File: src/rtl/openmips_div_pkg.sv
// ---------------------------------------------------------------------------
// openmips_div_pkg
//   Shared constants and types for the OpenMIPS iterative divider. The EX
//   stage and the divider both use these, so the two sides agree on the
//   encodings.
//   Contents:
//     DIV_WIDTH                 default operand width
//     div_state_e               FSM state encoding (2 bits)
//     DIV_RESULT_READY/NOT_READY ready_o levels
//     DIV_START/DIV_STOP        start_i levels
//     div_accept()              start request qualified by annul
// ---------------------------------------------------------------------------
package openmips_div_pkg;

  localparam int DIV_WIDTH = 32;

  typedef enum logic [1:0] {
    DIV_FREE    = 2'b00,
    DIV_BY_ZERO = 2'b01,
    DIV_ON      = 2'b10,
    DIV_END     = 2'b11
  } div_state_e;

  localparam logic DIV_RESULT_READY     = 1'b1;
  localparam logic DIV_RESULT_NOT_READY = 1'b0;
  localparam logic DIV_START            = 1'b1;
  localparam logic DIV_STOP             = 1'b0;

  // A request is only taken when it is not being flushed in the same cycle.
  function automatic logic div_accept(input logic start, input logic annul);
    logic ok;
    if ((start == DIV_START) && (annul == 1'b0)) begin
      ok = 1'b1;
    end else begin
      ok = 1'b0;
    end
    return ok;
  endfunction

endpackage

File: src/rtl/openmips_div_if.sv
// ---------------------------------------------------------------------------
// openmips_div_if
//   Request/response bundle between the EX stage (master) and the divider
//   (slave).
//   Signals:
//     signed_div_i  1        1 = DIV, 0 = DIVU
//     opdata1_i     WIDTH    dividend
//     opdata2_i     WIDTH    divisor
//     start_i       1        request, held until the result is consumed
//     annul_i       1        flush of an in-flight divide
//     result_o      2*WIDTH  {remainder, quotient}
//     ready_o       1        result_o valid
// ---------------------------------------------------------------------------
interface openmips_div_if
  import openmips_div_pkg::*;
#(
  parameter int WIDTH = DIV_WIDTH
) ();

  logic                   signed_div_i;
  logic [WIDTH-1:0]       opdata1_i;
  logic [WIDTH-1:0]       opdata2_i;
  logic                   start_i;
  logic                   annul_i;
  logic [2*WIDTH-1:0]     result_o;
  logic                   ready_o;

  modport master (
    output signed_div_i,
    output opdata1_i,
    output opdata2_i,
    output start_i,
    output annul_i,
    input  result_o,
    input  ready_o
  );

  modport slave (
    input  signed_div_i,
    input  opdata1_i,
    input  opdata2_i,
    input  start_i,
    input  annul_i,
    output result_o,
    output ready_o
  );

endinterface

File: src/rtl/openmips_div_step.sv
// ---------------------------------------------------------------------------
// openmips_div_step
//   One restoring-division step (purely combinational).
//   Ports:
//     i_partial   WIDTH+1  partial remainder shifted left with the next
//                          dividend bit appended
//     i_divisor   WIDTH    divisor magnitude
//     o_next_rem  WIDTH    partial remainder after the trial subtract
//     o_q_bit     1        quotient bit produced by this step
// ---------------------------------------------------------------------------
module openmips_div_step
  import openmips_div_pkg::*;
#(
  parameter int WIDTH = DIV_WIDTH
) (
  input  logic [WIDTH:0]   i_partial,
  input  logic [WIDTH-1:0] i_divisor,
  output logic [WIDTH-1:0] o_next_rem,
  output logic             o_q_bit
);

  logic [WIDTH:0] w_diff;

  // Trial subtract in WIDTH+1 bits: a clear sign bit means the divisor fits.
  // The partial remainder is always below twice the divisor, so a successful
  // difference always fits back into WIDTH bits.
  always_comb begin
    w_diff = i_partial - {1'b0, i_divisor};
    if (w_diff[WIDTH] == 1'b0) begin
      o_q_bit    = 1'b1;
      o_next_rem = w_diff[WIDTH-1:0];
    end else begin
      o_q_bit    = 1'b0;
      o_next_rem = i_partial[WIDTH-1:0];
    end
  end

endmodule

File: src/rtl/openmips_div.sv
// ---------------------------------------------------------------------------
// openmips_div
//   Iterative restoring 32/32 divider for the OpenMIPS EX stage. One quotient
//   bit per clock; DIV and DIVU; divide-by-zero returns zero immediately;
//   annul_i cancels a divide in progress.
//   Ports:
//     clk      single clock, rising edge
//     rst      synchronous active-low reset
//     div_bus  openmips_div_if.slave (operands, start/annul, result/ready)
//   Result layout: result_o = {remainder, quotient} -> {HI, LO}.
//   Timing: accept at edge 0, ready_o after edge WIDTH+1; by-zero after
//   edge 1. The result is held in END until start_i drops.
// ---------------------------------------------------------------------------
module openmips_div
  import openmips_div_pkg::*;
#(
  parameter int WIDTH = DIV_WIDTH
) (
  input  logic          clk,
  input  logic          rst,
  openmips_div_if.slave div_bus
);

  localparam int CNT_W = $clog2(WIDTH) + 1;

  // State and datapath registers.
  div_state_e             r_state;
  logic [CNT_W-1:0]       r_cnt;
  logic [WIDTH-1:0]       r_rem;      // partial remainder
  logic [WIDTH-1:0]       r_quo;      // dividend bits out at the top, quotient bits in at the bottom
  logic [WIDTH-1:0]       r_divisor;
  logic                   r_sign_a;
  logic                   r_sign_b;
  logic                   r_signed;
  logic [2*WIDTH-1:0]     r_result;
  logic                   r_ready;

  // Next-state values.
  div_state_e             w_state_nxt;
  logic [CNT_W-1:0]       w_cnt_nxt;
  logic [WIDTH-1:0]       w_rem_nxt;
  logic [WIDTH-1:0]       w_quo_nxt;
  logic [WIDTH-1:0]       w_divisor_nxt;
  logic                   w_sign_a_nxt;
  logic                   w_sign_b_nxt;
  logic                   w_signed_nxt;
  logic [2*WIDTH-1:0]     w_result_nxt;
  logic                   w_ready_nxt;

  // Combinational helpers.
  logic [WIDTH-1:0]       w_abs_a;
  logic [WIDTH-1:0]       w_abs_b;
  logic [WIDTH-1:0]       w_step_rem;
  logic                   w_step_q;
  logic [WIDTH-1:0]       w_quo_fix;
  logic [WIDTH-1:0]       w_rem_fix;
  logic                   w_accept;

  assign w_accept = div_accept(div_bus.start_i, div_bus.annul_i);

  // Operand magnitudes; two's-complement negation only applies to DIV.
  always_comb begin
    if ((div_bus.signed_div_i == 1'b1) && (div_bus.opdata1_i[WIDTH-1] == 1'b1)) begin
      w_abs_a = (~div_bus.opdata1_i) + WIDTH'(1);
    end else begin
      w_abs_a = div_bus.opdata1_i;
    end
    if ((div_bus.signed_div_i == 1'b1) && (div_bus.opdata2_i[WIDTH-1] == 1'b1)) begin
      w_abs_b = (~div_bus.opdata2_i) + WIDTH'(1);
    end else begin
      w_abs_b = div_bus.opdata2_i;
    end
  end

  openmips_div_step #(
    .WIDTH (WIDTH)
  ) u_step (
    .i_partial  ({r_rem, r_quo[WIDTH-1]}),
    .i_divisor  (r_divisor),
    .o_next_rem (w_step_rem),
    .o_q_bit    (w_step_q)
  );

  // Sign fixup of the unsigned result. Negation is modulo 2^WIDTH, so
  // most-negative / -1 wraps back to most-negative without any trap.
  always_comb begin
    if ((r_signed == 1'b1) && ((r_sign_a ^ r_sign_b) == 1'b1)) begin
      w_quo_fix = (~r_quo) + WIDTH'(1);
    end else begin
      w_quo_fix = r_quo;
    end
    if ((r_signed == 1'b1) && (r_sign_a == 1'b1)) begin
      w_rem_fix = (~r_rem) + WIDTH'(1);
    end else begin
      w_rem_fix = r_rem;
    end
  end

  // FSM next-state and datapath/output next values; everything holds by default.
  always_comb begin
    w_state_nxt   = r_state;
    w_cnt_nxt     = r_cnt;
    w_rem_nxt     = r_rem;
    w_quo_nxt     = r_quo;
    w_divisor_nxt = r_divisor;
    w_sign_a_nxt  = r_sign_a;
    w_sign_b_nxt  = r_sign_b;
    w_signed_nxt  = r_signed;
    w_result_nxt  = r_result;
    w_ready_nxt   = r_ready;

    case (r_state)
      DIV_FREE: begin
        w_result_nxt = {(2*WIDTH){1'b0}};
        w_ready_nxt  = DIV_RESULT_NOT_READY;
        if (w_accept == 1'b1) begin
          if (div_bus.opdata2_i == {WIDTH{1'b0}}) begin
            w_state_nxt = DIV_BY_ZERO;
          end else begin
            // Operands are captured here only; later input changes are ignored.
            w_state_nxt   = DIV_ON;
            w_cnt_nxt     = {CNT_W{1'b0}};
            w_rem_nxt     = {WIDTH{1'b0}};
            w_quo_nxt     = w_abs_a;
            w_divisor_nxt = w_abs_b;
            w_signed_nxt  = div_bus.signed_div_i;
            w_sign_a_nxt  = div_bus.opdata1_i[WIDTH-1];
            w_sign_b_nxt  = div_bus.opdata2_i[WIDTH-1];
          end
        end else begin
          w_state_nxt = DIV_FREE;
        end
      end

      DIV_BY_ZERO: begin
        w_state_nxt  = DIV_END;
        w_result_nxt = {(2*WIDTH){1'b0}};
        w_ready_nxt  = DIV_RESULT_READY;
      end

      DIV_ON: begin
        if (div_bus.annul_i == 1'b1) begin
          w_state_nxt  = DIV_FREE;
          w_result_nxt = {(2*WIDTH){1'b0}};
          w_ready_nxt  = DIV_RESULT_NOT_READY;
        end else if (r_cnt < CNT_W'(WIDTH)) begin
          w_rem_nxt = w_step_rem;
          w_quo_nxt = {r_quo[WIDTH-2:0], w_step_q};
          w_cnt_nxt = r_cnt + CNT_W'(1);
        end else begin
          w_state_nxt  = DIV_END;
          w_result_nxt = {w_rem_fix, w_quo_fix};
          w_ready_nxt  = DIV_RESULT_READY;
        end
      end

      DIV_END: begin
        if (div_bus.start_i == DIV_STOP) begin
          w_state_nxt  = DIV_FREE;
          w_result_nxt = {(2*WIDTH){1'b0}};
          w_ready_nxt  = DIV_RESULT_NOT_READY;
        end else begin
          w_state_nxt = DIV_END;
        end
      end

      default: begin
        w_state_nxt  = DIV_FREE;
        w_result_nxt = {(2*WIDTH){1'b0}};
        w_ready_nxt  = DIV_RESULT_NOT_READY;
      end
    endcase
  end

  // State, datapath and output registers; reset wins over any in-flight divide.
  always_ff @(posedge clk) begin
    if (rst == 1'b0) begin
      r_state   <= DIV_FREE;
      r_cnt     <= {CNT_W{1'b0}};
      r_rem     <= {WIDTH{1'b0}};
      r_quo     <= {WIDTH{1'b0}};
      r_divisor <= {WIDTH{1'b0}};
      r_sign_a  <= 1'b0;
      r_sign_b  <= 1'b0;
      r_signed  <= 1'b0;
      r_result  <= {(2*WIDTH){1'b0}};
      r_ready   <= DIV_RESULT_NOT_READY;
    end else begin
      r_state   <= w_state_nxt;
      r_cnt     <= w_cnt_nxt;
      r_rem     <= w_rem_nxt;
      r_quo     <= w_quo_nxt;
      r_divisor <= w_divisor_nxt;
      r_sign_a  <= w_sign_a_nxt;
      r_sign_b  <= w_sign_b_nxt;
      r_signed  <= w_signed_nxt;
      r_result  <= w_result_nxt;
      r_ready   <= w_ready_nxt;
    end
  end

  assign div_bus.result_o = r_result;
  assign div_bus.ready_o  = r_ready;

endmodule
File: src/flat_wrapper.sv
// flat-port wrapper written by rule: the top's interface ports become plain ports
module openmips_div_flat import openmips_div_pkg::*;
#(
  parameter int WIDTH = DIV_WIDTH
)
  (clk, rst, div_bus_signed_div_i, div_bus_opdata1_i, div_bus_opdata2_i, div_bus_start_i, div_bus_annul_i, div_bus_result_o, div_bus_ready_o);
  openmips_div_if #(.WIDTH(WIDTH)) div_bus_i ();
  input  logic clk;
  input  logic rst;
  input wire logic [$bits(div_bus_i.signed_div_i)-1:0] div_bus_signed_div_i;
  input wire logic [$bits(div_bus_i.opdata1_i)-1:0] div_bus_opdata1_i;
  input wire logic [$bits(div_bus_i.opdata2_i)-1:0] div_bus_opdata2_i;
  input wire logic [$bits(div_bus_i.start_i)-1:0] div_bus_start_i;
  input wire logic [$bits(div_bus_i.annul_i)-1:0] div_bus_annul_i;
  output wire logic [$bits(div_bus_i.result_o)-1:0] div_bus_result_o;
  output wire logic [$bits(div_bus_i.ready_o)-1:0] div_bus_ready_o;
  assign div_bus_i.signed_div_i = div_bus_signed_div_i;
  assign div_bus_i.opdata1_i = div_bus_opdata1_i;
  assign div_bus_i.opdata2_i = div_bus_opdata2_i;
  assign div_bus_i.start_i = div_bus_start_i;
  assign div_bus_i.annul_i = div_bus_annul_i;
  assign div_bus_result_o = div_bus_i.result_o;
  assign div_bus_ready_o = div_bus_i.ready_o;
  openmips_div #(.WIDTH(WIDTH)) u_core (.clk(clk), .rst(rst), .div_bus(div_bus_i));
endmodule
File: config.mk
export PLATFORM = sky130hd
export DESIGN_NAME = openmips_div_flat
export DESIGN_NICKNAME = d
export VERILOG_FILES = /design/src/rtl/openmips_div_pkg.sv /design/src/rtl/openmips_div_if.sv /design/src/rtl/openmips_div_step.sv /design/src/rtl/openmips_div.sv /design/src/flat_wrapper.sv
export SDC_FILE = /design/constraint.sdc
export NUM_CORES = 1
export LEC_CHECK = 0
export ABC_AREA = 0
export ABC_CLOCK_PERIOD_IN_PS = 3900
export CORE_MARGIN = 2
export CORE_UTILIZATION = 57
export CTS_CLUSTER_DIAMETER = 120
export DETAILED_ROUTE_END_ITERATION = 8
export PLACE_DENSITY_LB_ADDON = 0.05
export SYNTH_ARGS = -nofsm -noshare
export SYNTH_HDL_FRONTEND = slang
export SYNTH_SLANG_ARGS = --single-unit
File: constraint.sdc
create_clock -name clk -period 3.9 [get_ports clk]
set_clock_uncertainty 0.1 [all_clocks]
set_input_delay 0.39 -clock clk [delete_from_list [all_inputs] [get_ports clk]]
set_output_delay 0.39 -clock clk [all_outputs]
set_load 0.01 [all_outputs]
* Word-level counts from Yosys, hierarchy flattened
Cells that the tools add are included.
Word-level totals: bits in registers 172, bits of input ports 69
Operators by class: add/subtract/negate cells 6, order comparisons 1, equality and inequality tests 9, muxes and demuxes 36, bitwise logic cells 7, reduce and logical (&&, ||, !) cells 12
Operators by type and width (number):
- $mux W32 | 13
- $mux W64 | 3
- $pmux W64 S3 | 1
- $add A32 B1 Y32 const B | 4
- $not A32 Y32 | 4
- $pmux W32 S2 | 2
- $sub A33 B32 Y33 | 1
- $logic_not A32 Y1 | 1
- $mux W6 | 4
- $pmux W6 S2 | 1
- $mux W2 | 5
- $pmux W2 S4 | 1
- $add A6 B1 Y6 const B | 1
- $lt A6 B6 Y1 const B | 1
- $ne A2 B2 Y1 const B | 3
- $logic_and A1 B1 Y1 | 5
- $mux W1 | 5
- $reduce_and A5 Y1 | 1
- $eq A2 B2 Y1 const B | 2
- $ne A2 B1 Y1 const B | 2
- $pmux W1 S4 | 1
- $ne A3 B3 Y1 const B | 1
- $reduce_and A3 Y1 | 1
- $eq A2 B1 Y1 const B | 1
- 6 further kinds | 7

* Logic depth before layout (Yosys ltp)
word-level depth 6, gate-level depth with buffers 13, mapped depth without buffers 12

* Cells and area by module
Synthesis repeated with hierarchy kept, for this count alone.
Unflattened totals: cells, all modules 1466, area total of the unflattened synthesis 11453.5 µm²
By module, submodules not included:
- openmips_div | times used 1, cells each 1161, area an instance 9095.0 µm²
- openmips_div_step | times used 1, cells each 305, area an instance 2358.5 µm²

* Worst setup path after synthesis
Ideal clock, no wire load.
path kind reg-to-reg, start register u_core.r_quo[31], end register u_core.r_rem[29], library setup time 0.127 ns, data arrival time 2.893 ns, required time 3.673 ns, path slack 0.780 ns, stages on the path, launching flop included 14, cells stage by stage dfxtp_1 -> inv_1 -> ha_1 -> fa_1 -> nand2b_1 -> a21o_1 -> a32oi_1 -> a211o_1 -> a2111o_1 -> nand3_1 -> and3_1 -> clkbuf_1 -> a32o_1 -> or3_1
Between the ends: word-level cells in the longest chain between the ends 5
RTL lines:
- from (decl) | RTL line openmips_div.sv:30 | logic [WIDTH-1:0] r_quo;
- from (signal assigned) | RTL line openmips_div.sv:181 | r_quo <= {WIDTH{1'b0}};
- from (signal assigned) | RTL line openmips_div.sv:192 | r_quo <= w_quo_nxt;
- $sub A33 B32 Y33 | RTL line openmips_div_step.sv:28 | w_diff = i_partial - {1'b0, i_divisor};
- $mux W32 | RTL line openmips_div_step.sv:29 | if (w_diff[WIDTH] == 1'b0) begin
- $mux W32 | RTL line openmips_div.sv:146 | end else if (r_cnt < CNT_W'(WIDTH)) begin
- $mux W32 | RTL line openmips_div.sv:142 | if (div_bus.annul_i == 1'b1) begin
- $pmux W32 S2 | RTL line openmips_div.sv:112 | case (r_state)
- to (signal assigned) | RTL line openmips_div.sv:180 | r_rem <= {WIDTH{1'b0}};
- to (signal assigned) | RTL line openmips_div.sv:191 | r_rem <= w_rem_nxt;
- to (decl) | RTL line openmips_div.sv:29 | logic [WIDTH-1:0] r_rem;
No other way between the ends. The select of a mux whose other input is x is not followed. A chain may end at the register's enable or synchronous reset.

* Worst setup path in the final report
Ends and elaborated chain as after synthesis.

==> results_dict.tcl <==
set metrics [dict create \
    cts_tree "built" \
    syn2layout_area_growth_pct 19.3 \
    fin_setup_tns_ns 0 \
    place_hpwl_um 22500 \
    relSlewSlack_pct 31.7 \
    final_area_sq_um 13300 \
    slew_viol_final 0 \
    synth_ff_type "dfxtp_1" \
    use_met1_pct 44.4 \
    ff2ff_setup_slack_ns 0.48 \
    cp_max_fo 9 \
    grt_first_pass_wirelength_um 47700 \
    routedWlPerCell_um 16.5 \
    grt_max_degree 65 \
    worstSetupEndpointType "flip-flop" \
    fin_ws_ns 0.483 \
    power_switching_mw 1.32 \
    cts-buffers-inserted 17 \
    ys_seq_elements 172 \
    hp-class "flip-flop to flip-flop" \
    grt_pass1_vias 9338 \
    syn_area_sq_um 11100 \
    htreeDepth 4 \
    grt_setup_unrepaired "no" \
    clkPwrFrac_pct 38.9 \
    antenna_found_initial 1 \
    core-area_sq_um 19300 \
    dpl_cell_area_sq_um 12700 \
    powerDensity_nw_per_um2 326 \
    yosysUniqueCellTypes 71 \
    cts_root_buffer "clkbuf_16" \
    critPathLaunchType "flip-flop" \
    r2r_cells 12 \
    hold_violations 0 \
    status "finished, final reports clean" \
    syn_inst 1419 \
    min_period_over_period_pct 87.6 \
    ios 134 \
    yosys_warnings 0 \
    drive_above_1_share_pct 5.42 \
    tightest_slew_ns 1.02 \
    gp_congestion 0.954 \
    critPathArrivalTime_ns 3.63 \
    post_layout_nonfiller_instances 1796 \
    portBuffers 133 \
    p_leak_nw 5.18 \
    vias 10434 \
    setup_violations 0 \
    die_x_um 144 \
    drt_iter0_markers 691 \
    sw_frac_of_total_pct 30.4 \
    cts_hold_buf 0 \
    p_int_mw 3.02 \
    p_comb_share_pct 17.9 \
    grt_most_used_layer "met1" \
    use_met2_pct 42.1 \
    synth-seq-area-share_pct 30.9 \
    synth_area_per_cell_sq_um 7.85 \
    synth_edf_count 0 \
    dp_slack_ns 0.304 \
    worstHoldStart "u_core.div_bus.result_o[56]" \
    clk_pin_slew_ns 0.07 \
    clock_latency_ns 0.44 \
    reg2reg_from "u_core.r_quo[31]" \
    via_per_inst 5.81 \
    required_ns 4.11 \
    reg2reg_to "u_core.r_rem[29]" \
    ir_drop_v 0.000321 \
    post-route-min-period_ns 3.42 \
    syn_nets 1531 \
    fmaxAchievable_mhz 293 \
    placed_cells 1763 \
    yosys.area.top_type_share_pct 30.9 \
    drc 0 \
    wl_um 29700 \
    use_met3_pct 4.37 \
    hold_depth 2 \
    drv_cap 0 \
    power_frac_seq_pct 43.2 \
    dieArea_sq_um 20700 \
    grt_use_total_pct 28.9 \
    final_util_pct 68.7 \
    start_util_pct 57.6 \
    overflow 0 \
    die_h_um 144 \
    clock-sinks 172 \
    yosysTopAreaCell "dfxtp_1" \
    crit_type "flip-flop to flip-flop" \
    clockBufferDepth 2 \
    row_count 51 \
    synth.area.top_cells "dfxtp_1, nand2_1, xnor2_1" \
    fin_nets 1629 \
    postCtsResizedCells 0 \
    async_flop_share_pct 0 \
    cts_setup_buffers 0 \
    first_pass_iters 6 \
    ant_nets 0 \
    whs_endpoint "u_core.div_bus.result_o[56]" \
]
-- metrics by stage --
stage          total power, mW  hold WS, ns
4_1_cts                   4.35        0.365
3_5_place_dp              2.67        0.350
6_report                  4.34        0.359
3_3_place_gp              2.67        0.339
2_1_floorplan             2.42        0.341
5_1_grt                   4.52        0.396
-- critical path, cell delays in order, from the launching register on --
cell and delay, ns:
dfxtp_1 0.33, inv_1 0.10, ha_1 0.22, fa_1 0.41
nand2b_1 0.18, a21o_1 0.18, a32oi_1 0.28, a211o_1 0.21
a2111o_1 0.21, a21o_1 0.17, nand3_2 0.26, and4_1 0.29
or3_1 0.34
-- worst max path at each step --
| stage | to | cells past startpoint | start |
|---|---|---|---|
| final | u_core.r_rem[29] | 12 | u_core.r_quo[31] |
| after detailed placement | u_core.r_quo[19] | 13 | div_bus_opdata2_i[0] |
| after global routing | u_core.r_rem[23] | 12 | u_core.r_quo[31] |
| after global placement | u_core.r_rem[29] | 10 | div_bus_opdata2_i[17] |
| after CTS | u_core.r_rem[29] | 12 | u_core.r_quo[31] |
| after floorplan | u_core.r_rem[29] | 13 | u_core.r_quo[31] |
-- cells by family after synthesis --
logic type,Yosys count,synth area share [%]
AOI/OAI and AO/OA,412,24.3
xor gates and xnor gates,147,11.6
adders and majority gates,43,4.90
buffers and inverters,136,4.87
DFF,172,30.9
muxes,26,2.34
and+or+nand+nor,483,21.1
-- placed cells by master, fill, tap and decap left out, drive strengths merged, types with 11 or more instances in the layout --
master	count
a21boi	32
a21o	18
a21oi	87
a22oi	43
and2	15
buf	24
clkbuf	18
clkdlybuf4s50	132
dfxtp	172
ha	42
inv	67
mux2i	26
nand2	220
nand3	18
nand4	11
nor2	68
nor2b	57
nor3	25
nor4	14
o211a	30
o21ai	118
o31ai	16
or3	13
or4	11
xnor2	89
xor2	58
-- registers in the layout (all words and copies together), names as in the netlist --
name	flops
u_core.div_bus.result_o	64
u_core.r_divisor	32
u_core.r_quo	32
u_core.r_rem	32
u_core.r_cnt	6
u_core.r_state	2
u_core.div_bus.ready_o	1
u_core.r_sign_a	1
u_core.r_sign_b	1
u_core.r_signed	1
-- synthesized netlist by cell type, types with 4 or more instances --
| master | instances |
|---|---|
| nor3_1 | 25 |
| nand4_1 | 11 |
| dfxtp_1 | 172 |
| o41ai_1 | 8 |
| xnor2_1 | 89 |
| nor4_1 | 12 |
| or3_1 | 11 |
| mux2i_1 | 26 |
| a22oi_1 | 43 |
| clkbuf_1 | 63 |
| a211oi_1 | 6 |
| o211a_1 | 30 |
| o22ai_1 | 4 |
| nand2b_1 | 8 |
| nand3_1 | 18 |
| a41oi_1 | 7 |
| and3_1 | 9 |
| a21boi_0 | 32 |
| a21o_1 | 18 |
| and2_1 | 10 |
| a31oi_1 | 7 |
| o21ai_0 | 118 |
| o211ai_1 | 7 |
| inv_1 | 59 |
| or4_1 | 10 |
| buf_2 | 8 |
| xor2_1 | 58 |
| a21oi_1 | 86 |
| ha_1 | 42 |
| nand2_1 | 218 |
| nor2b_1 | 57 |
| o31ai_1 | 16 |
| a221oi_1 | 4 |
| nor2_1 | 68 |
| o21bai_1 | 7 |
-- power by group through the flow --
stage | Clock, mW | Combinational (mW) | Sequential, mW
2_1_floorplan | 0 | 0.531 | 1.89
3_3_place_gp | 0 | 0.757 | 1.91
3_5_place_dp | 0 | 0.763 | 1.91
4_1_cts | 1.71 | 0.769 | 1.87
5_1_grt | 1.79 | 0.853 | 1.88
6_report | 1.69 | 0.776 | 1.87
-- area by class of cell --
| class | count | area [sq um] |
|---|---|---|
| Multi-Input combinational cell | 1111 | 7170 |
| Fill cell | 1657 | 6040 |
| Sequential cell | 172 | 3440 |
| Timing Repair Buffer | 156 | 1540 |
| Clock buffer | 18 | 439 |
| Tap cell | 265 | 332 |
| Inverter | 59 | 221 |
| Clock inverter | 14 | 146 |
| Antenna cell | 1 | 2.50 |
-- per-layer routing --
layer | vias up | wire length, um
li1 | 5208 | -
met1 | 4850 | 14800
met2 | 347 | 12500
met3 | 29 | 1990
met4 | 0 | 353
met5 | - | 0
(Power assumes the default switching activity.)
